===== config.mk =====
export PLATFORM = sky130hd
export DESIGN_NAME = cpu_step_ctrl
export DESIGN_NICKNAME = d
export VERILOG_FILES = /design/src/rtl/cpu_step_ctrl.sv
export SDC_FILE = /design/constraint.sdc
export NUM_CORES = 1
export LEC_CHECK = 0
export ABC_AREA = 1
export CAP_MARGIN = 0
export CORE_ASPECT_RATIO = 0.7
export CORE_MARGIN = 5
export CORE_UTILIZATION = 49
export CTS_BUF_LIST = sky130_fd_sc_hd__clkbuf_8
export DETAILED_ROUTE_END_ITERATION = 8
export GPL_ROUTABILITY_DRIVEN = 1
export PLACE_DENSITY = 0.89
export SLEW_MARGIN = 10
export SYNTH_ARGS = -nofsm -noshare
export SYNTH_HDL_FRONTEND = slang
export SYNTH_SLANG_ARGS = --single-unit

===== constraint.sdc =====
create_clock -name clk -period 2.45 [get_ports clk]
set_input_delay 0.49 -clock clk [delete_from_list [all_inputs] [get_ports clk]]
set_output_delay 0.49 -clock clk [all_outputs]
set_load 0.05 [all_outputs]

===== src/rtl/cpu_step_ctrl.sv =====
// cpu_step_ctrl: front-panel clock-enable sequencer for the multi-cycle CPU.
// Modes: HALT, single STEP, BURST of N steps, free RUN at a divided rate.
// Optional feature macro: STEP_BKPT_EN (PC breakpoint in RUN/BURST, sticky bkpt_hit).
module cpu_step_ctrl #(
  parameter int DIV_W   = 20,
  parameter int RUN_DIV = 499999,
  parameter int CNT_W   = 16
) (
  input  logic             clk,
  input  logic             reset,
  input  logic             step_pulse,
  input  logic             burst_pulse,
  input  logic [7:0]       burst_len,
  input  logic             run_sw,
  input  logic             halt_req,
  input  logic [31:0]      pc,
  input  logic [31:0]      bkpt_addr,
  output logic             cpu_ce,
  output logic [1:0]       mode,
  output logic [CNT_W-1:0] step_cnt,
  output logic             bkpt_hit
);

  typedef enum logic [1:0] {
    HALT  = 2'd0,
    STEP  = 2'd1,
    BURST = 2'd2,
    RUN   = 2'd3
  } mode_t;

  mode_t            state_q, state_n;
  logic [DIV_W-1:0] div_q, div_n;
  logic [7:0]       left_q, left_n;
  logic [CNT_W-1:0] cnt_q, cnt_n;
  logic             ce_q, ce_n;
  logic             bkpt_q, bkpt_n;
  logic             armed_q, armed_n;
  logic             div_top;
  logic             bkpt_match;

  assign div_top = (div_q == DIV_W'(RUN_DIV));

`ifdef STEP_BKPT_EN
  assign bkpt_match = (pc == bkpt_addr);
`else
  assign bkpt_match = 1'b0;
  logic unused_bkpt_inputs;
  assign unused_bkpt_inputs = ^{pc, bkpt_addr};
`endif

  // Next-state logic: mode transitions, divider, burst countdown and pulse generation.
  always_comb begin
    state_n = state_q;
    div_n   = div_q;
    left_n  = left_q;
    cnt_n   = cnt_q;
    ce_n    = 1'b0;
    bkpt_n  = bkpt_q;
    armed_n = armed_q;

    case (state_q)
      HALT: begin
        if (halt_req) begin
          state_n = HALT;
        end else if (run_sw && armed_q) begin
          state_n = RUN;
          div_n   = '0;
          bkpt_n  = 1'b0;
        end else if (burst_pulse && (burst_len != 8'd0)) begin
          state_n = BURST;
          div_n   = '0;
          left_n  = burst_len;
          bkpt_n  = 1'b0;
        end else if (step_pulse) begin
          state_n = STEP;
          bkpt_n  = 1'b0;
        end
      end

      STEP: begin
        state_n = HALT;
        if (!halt_req) begin
          ce_n = 1'b1;
        end
      end

      BURST: begin
        if (halt_req) begin
          state_n = HALT;
        end else if (div_top) begin
          div_n = '0;
          if (bkpt_match) begin
            state_n = HALT;
            bkpt_n  = 1'b1;
          end else begin
            ce_n   = 1'b1;
            left_n = left_q - 8'd1;
            if (left_q == 8'd1) begin
              state_n = HALT;
            end
          end
        end else begin
          div_n = div_q + DIV_W'(1);
        end
      end

      RUN: begin
        if (halt_req) begin
          state_n = HALT;
          armed_n = 1'b0;
        end else if (!run_sw) begin
          state_n = HALT;
        end else if (div_top) begin
          div_n = '0;
          if (bkpt_match) begin
            state_n = HALT;
            bkpt_n  = 1'b1;
            armed_n = 1'b0;
          end else begin
            ce_n = 1'b1;
          end
        end else begin
          div_n = div_q + DIV_W'(1);
        end
      end

      default: state_n = HALT;
    endcase

    // Seeing run_sw low re-arms RUN entry after a forced exit.
    if (!run_sw) begin
      armed_n = 1'b1;
    end

    if (ce_n) begin
      cnt_n = cnt_q + CNT_W'(1);
    end
  end

  // State and output registers with synchronous reset.
  always_ff @(posedge clk) begin
    if (reset) begin
      state_q <= HALT;
      div_q   <= '0;
      left_q  <= '0;
      cnt_q   <= '0;
      ce_q    <= 1'b0;
      bkpt_q  <= 1'b0;
      armed_q <= 1'b1;
    end else begin
      state_q <= state_n;
      div_q   <= div_n;
      left_q  <= left_n;
      cnt_q   <= cnt_n;
      ce_q    <= ce_n;
      bkpt_q  <= bkpt_n;
      armed_q <= armed_n;
    end
  end

  assign cpu_ce   = ce_q;
  assign mode     = state_q;
  assign step_cnt = cnt_q;
  assign bkpt_hit = bkpt_q;

endmodule


After elaboration in Yosys (flattened, before gate mapping)
Index checks and enable logic that the tools add are counted.
{"block": "classes", "add_sub_neg": 3, "n_mul": 0, "n_div": 0, "n_lt_le_gt_ge": 0, "n_eq_ne": 17, "shifts": 0, "muxes": 33, "bitwise": 2, "n_reduce_logical": 13}
{"cell": "two-way mux 20 bit", "count": 7}
{"cell": "case mux 20 bit (3 select lines)", "count": 1}
{"cell": "two-way mux 8 bit", "count": 5}
{"cell": "adder 20 x 1 -> 20 bit, second input constant", "count": 1}
{"cell": "equality test 20 x 19 -> 1 bit, second input constant", "count": 1}
{"cell": "two-way mux 2 bit", "count": 9}
{"cell": "adder 16 x 1 -> 16 bit, second input constant", "count": 1}
{"cell": "case mux 8 bit (2 select lines)", "count": 1}
{"cell": "!= test 2 bit, second input constant", "count": 7}
{"cell": "!= test 3 bit, second input constant", "count": 4}
{"cell": "AND reduction 6 bit", "count": 2}
{"cell": "equality test 8 x 1 -> 1 bit, second input constant", "count": 1}
{"cell": "two-way mux 1 bit", "count": 8}
{"cell": "case mux 2 bit (4 select lines)", "count": 1}
{"cell": "nonzero test 8 bit", "count": 1}
{"cell": "subtractor 8 x 1 -> 8 bit, second input constant", "count": 1}
{"cell": "nonzero test 3 bit", "count": 2}
{"cell": "!= test 5 bit, second input constant", "count": 1}
{"cell": "equality test 2 bit, second input constant", "count": 2}
{"cell": "AND reduction 4 bit", "count": 1}
{"cell": "case mux 1 bit (3 select lines)", "count": 1}
{"cell": "AND reduction 3 bit", "count": 1}
{"cell": "equality test 2 x 1 -> 1 bit, second input constant", "count": 1}
{"cell": "logical AND 1 bit", "count": 2}
{"cell": "other kinds (5)", "count": 6}
{"block": "word_totals", "register_bits": 49, "latchBits": 0, "ram_bits": 0, "mem_bits_ro": 0, "input_bits": 78, "output_inout_bits": 20, "wordCells": 75, "memories": 0}

Logic depth before layout (Yosys ltp)
{"block": "logic_depth", "ltp_word": 6, "depth_mapped": 12, "mapped_depth_nobuf": 11}

Worst setup path before layout
Ideal clock, no wire load.
{"block": "synth_timing", "kind": "register to register", "from": "register cnt_q[0], in the netlist step_cnt[0]", "to": "register cnt_q[10], in the netlist step_cnt[10]", "setup_ns": 0.132, "arrival_time_ns": 1.776, "setup_slack_ns": 0.542, "path_stages_with_launch": 9, "path_buffers": 0, "cell_sequence": "dfxtp_1 ha_1 nand2_1 nor3_1 nand3_1 nand2_1 nand2_1 nand3_1 a21oi_1"}
{"block": "synth_via", "elab_chain_cells": 1}
{"item": "start: declaration", "line_no": "34", "text": "logic [CNT_W-1:0] cnt_q, cnt_n;"}
{"item": "start signal: assignment", "line_no": "154", "text": "cnt_q <= cnt_n;"}
{"item": "adder 16 x 1 -> 16 bit", "line_no": "136", "text": "cnt_n = cnt_q + CNT_W'(1);"}
Every way passes these cells.
A chain may end at the register's enable or synchronous reset.

Worst setup path in the final report
{"block": "layout_timing", "from": "register state_q[1], in the netlist mode[1]", "to": "output mode[1]"}
{"item": "start: declaration", "line_no": "31", "text": "mode_t state_q, state_n;"}
{"item": "start signal: assignment", "line_no": "151", "text": "state_q <= state_n;"}
{"item": "end: declaration", "line_no": "19", "text": "output logic [1:0] mode,"}
No word-level cell between the ends.

==> flow_metrics.env <==
export IMPL_cp_top_family="buffers and inverters"
export IMPL_vdd_drop_max_uv=351.9
export IMPL_dieHeight_um=78.11
export IMPL_synth_edf_count=0
export IMPL_synth_nets=627
export IMPL_combPwrFrac=0.187
export IMPL_fmax_ghz=0.4519
export IMPL_nFillCells=597
export IMPL_worst_hold_path_type="reg2reg"
export IMPL_crit_start="mode[1]"
export IMPL_regArea_sq_um=960.9
export IMPL_path_depth=1
export IMPL_powerDensity_mw_per_mm2=464.0
export IMPL_status="finished, final reports clean"
export IMPL_final_setup_viol_count=0
export IMPL_root_buffer="clkbuf_8"
export IMPL_end_kind="output pin"
export IMPL_hold_buffers=0
export IMPL_track_usage=0.2060
export IMPL_r2r_setup_slack_ns=0.40
export IMPL_cp_start_kind="register"
export IMPL_fp_dieW_um=107.3
export IMPL_cts_sinks=48
export IMPL_postSynthAreaPerCell_sq_um=5.958
export IMPL_rows=24
export IMPL_vias_per_cell=5.361
export IMPL_drive_gt1_frac=0.05556
export IMPL_async_reset_ff_frac=0
export IMPL_fin_skew_ns=0.01476
export IMPL_syn_area_sq_mm=0.003247
export IMPL_drtAntennaViolNets=0
export IMPL_ys_warn_count=0
export IMPL_core_sq_mm=0.006336
export IMPL_final_cell_mix="nand2_1 (161), nor2_1 (79), nand3_1 (68)"
export IMPL_htree_levels=2
export IMPL_top_level_ports=98
export IMPL_required_ns=1.96
export IMPL_r2r_start="div_q[0]"
export IMPL_initial_utilization=0.5124
export IMPL_leakage_nw=1.433
export IMPL_path_buf_inv=1
export IMPL_grt_antenna_before_repair=0
export IMPL_cap_violations=0
export IMPL_wirelength_um=8649
export IMPL_period_needed_ns=2.213
export IMPL_p_seq_frac=0.465
export IMPL_max_stage_delay_ns=0.87
export IMPL_wl_per_cell_um=12.97
export IMPL_crit_end="mode[1]"
export IMPL_drt_iter0_drc=297
export IMPL_numCtsBuffers=5
export IMPL_dr_pass1_iters=6
export IMPL_clkPwrFrac=0.348
export IMPL_cts_setup_buffers=0
export IMPL_rsz0062_at_grt="false"
export IMPL_cp_arrival_ns=1.72
export IMPL_fin_area_sq_mm=0.003766
export IMPL_placed_cell_area_sq_mm=0.003650
export IMPL_mostFrequentLayoutCell="nand2_1"
export IMPL_tns_ns=0
export IMPL_swShare=0.3083
export IMPL_gp_congestion=0.9419
export IMPL_finalHoldViolCount=0
export IMPL_syn_to_final_growth_pct=15.99
export IMPL_die_area_sq_mm=0.008380
export IMPL_slowest_stage="clkdlybuf4s50_1"
export IMPL_insertion_delay_ns=0.32
export IMPL_crit_type="reg2out"
export IMPL_hold_path_cell_count=2
export IMPL_cts_buffer_depth=2
export IMPL_worst_r2r_cell_count=10
export IMPL_p_int_w=0.001209
export IMPL_ys_seq_area_frac=0.2960
export IMPL_grt_first_pass_wirelength_um=14470
export IMPL_cts_repair_resized=0
export IMPL_r2r_end="left_q[6]"
export IMPL_hpwl_um=6296
export IMPL_drc=0
export IMPL_maxSlewViolCount=0
export IMPL_utilization=0.5944
export IMPL_path_cells="clkdlybuf4s50_1"
export IMPL_grt_pass1_vias=3140
export IMPL_grt_max_degree=27
export IMPL_slew_headroom=0.5716
export IMPL_ys_types=29
export IMPL_layout_nets=657
export IMPL_cts_tree="built"
export IMPL_clkTransAtPathRegs_ns=0.10
export IMPL_worst_slew_pin_transition_ns=0.6377
export IMPL_ys_ff_latch=48
export IMPL_synthFlopType="dfxtp_1"
export IMPL_timing_final_crit_share=0.9031
export IMPL_p_switching_w=0.0005386
export IMPL_port_buffers=32
export IMPL_antenna_cells=0
export IMPL_vias=3576
export IMPL_overflow=0
export IMPL_multi_input_area_sq_mm=0.001984
export IMPL_cp_max_fo=7
export IMPL_netlist_instances=545
cells in the mapped netlist, types with 5 or more instances:
master / count / area (sq um)
nand4_1: 16 / 100.1
nand2_1: 161 / 604.3
nor2_1: 79 / 296.5
o21ai_0: 10 / 50.05
nor3_1: 8 / 40.04
a21oi_1: 39 / 195.2
inv_1: 54 / 202.7
clkbuf_1: 8 / 30.03
nand2_2: 5 / 31.28
o21ai_1: 6 / 30.03
xor2_1: 12 / 105.1
dfxtp_1: 48 / 960.9
nand3_1: 68 / 340.3
kinds of logic after synthesis:
| group | Yosys count | synth area share |
|---|---|---|
| flops | 48 | 0.2960 |
| xor+xnor | 16 | 0.04316 |
| other cells | 1 | 0.001155 |
| simple gates | 345 | 0.4593 |
| buf+inv | 74 | 0.09287 |
| compound gates | 57 | 0.09210 |
| fa+ha+maj | 4 | 0.01541 |
routing by layer:
layer  global-route usage  part of all wire
met1               0.2976              0.47
met2               0.3252              0.44
met3              0.02623             0.083
met4              0.05236             0.011
met5                    0                 0
layout make-up:
cell class | count | share of cell area
clock buffer | 5 | 0.01827
clock inverter | 3 | 0.01262
tap | 91 | 0.03023
sequential | 48 | 0.2551
inverter | 58 | 0.05781
multi-input combinational | 423 | 0.5269
timing repair buffer | 39 | 0.09900
worst min path at each step:
stage | slack, ns | end | from
floorplan | 0.45 | armed_q | armed_q
global placement | 0.46 | armed_q | armed_q
detailed placement | 0.47 | armed_q | armed_q
CTS | 0.49 | armed_q | armed_q
global route | 0.53 | step_cnt[12] | step_cnt[12]
finish | 0.49 | armed_q | armed_q
stage by stage:
stage                     std cells  hold slack [ns]  power [W]  setup slack (ns)
after floorplan                 545           0.4506   0.001055            0.5419
after global placement          659           0.4644   0.001143            0.2872
after detailed placement        659           0.4683   0.001150            0.2303
after CTS                       667           0.4890   0.001749            0.2590
after global routing            667           0.5293   0.001824            0.2153
final                           667           0.4878   0.001747            0.2374
sequential cells by signal (all words and copies together) (netlist names):
register  flops
cpu_ce        1
div_q        20
mode          2
armed_q       1
step_cnt     16
left_q        8
power by group through the flow:
stage | Sequential, W | Combinational [W] | Clock [W]
2_1_floorplan | 0.000848 | 0.000208 | 0
6_report | 0.000813 | 0.000327 | 0.000607
3_5_place_dp | 0.000831 | 0.000319 | 0
3_3_place_gp | 0.000830 | 0.000312 | 0
5_1_grt | 0.000816 | 0.000357 | 0.000651
4_1_cts | 0.000813 | 0.000322 | 0.000614
Power figures use the tool's default switching activity.
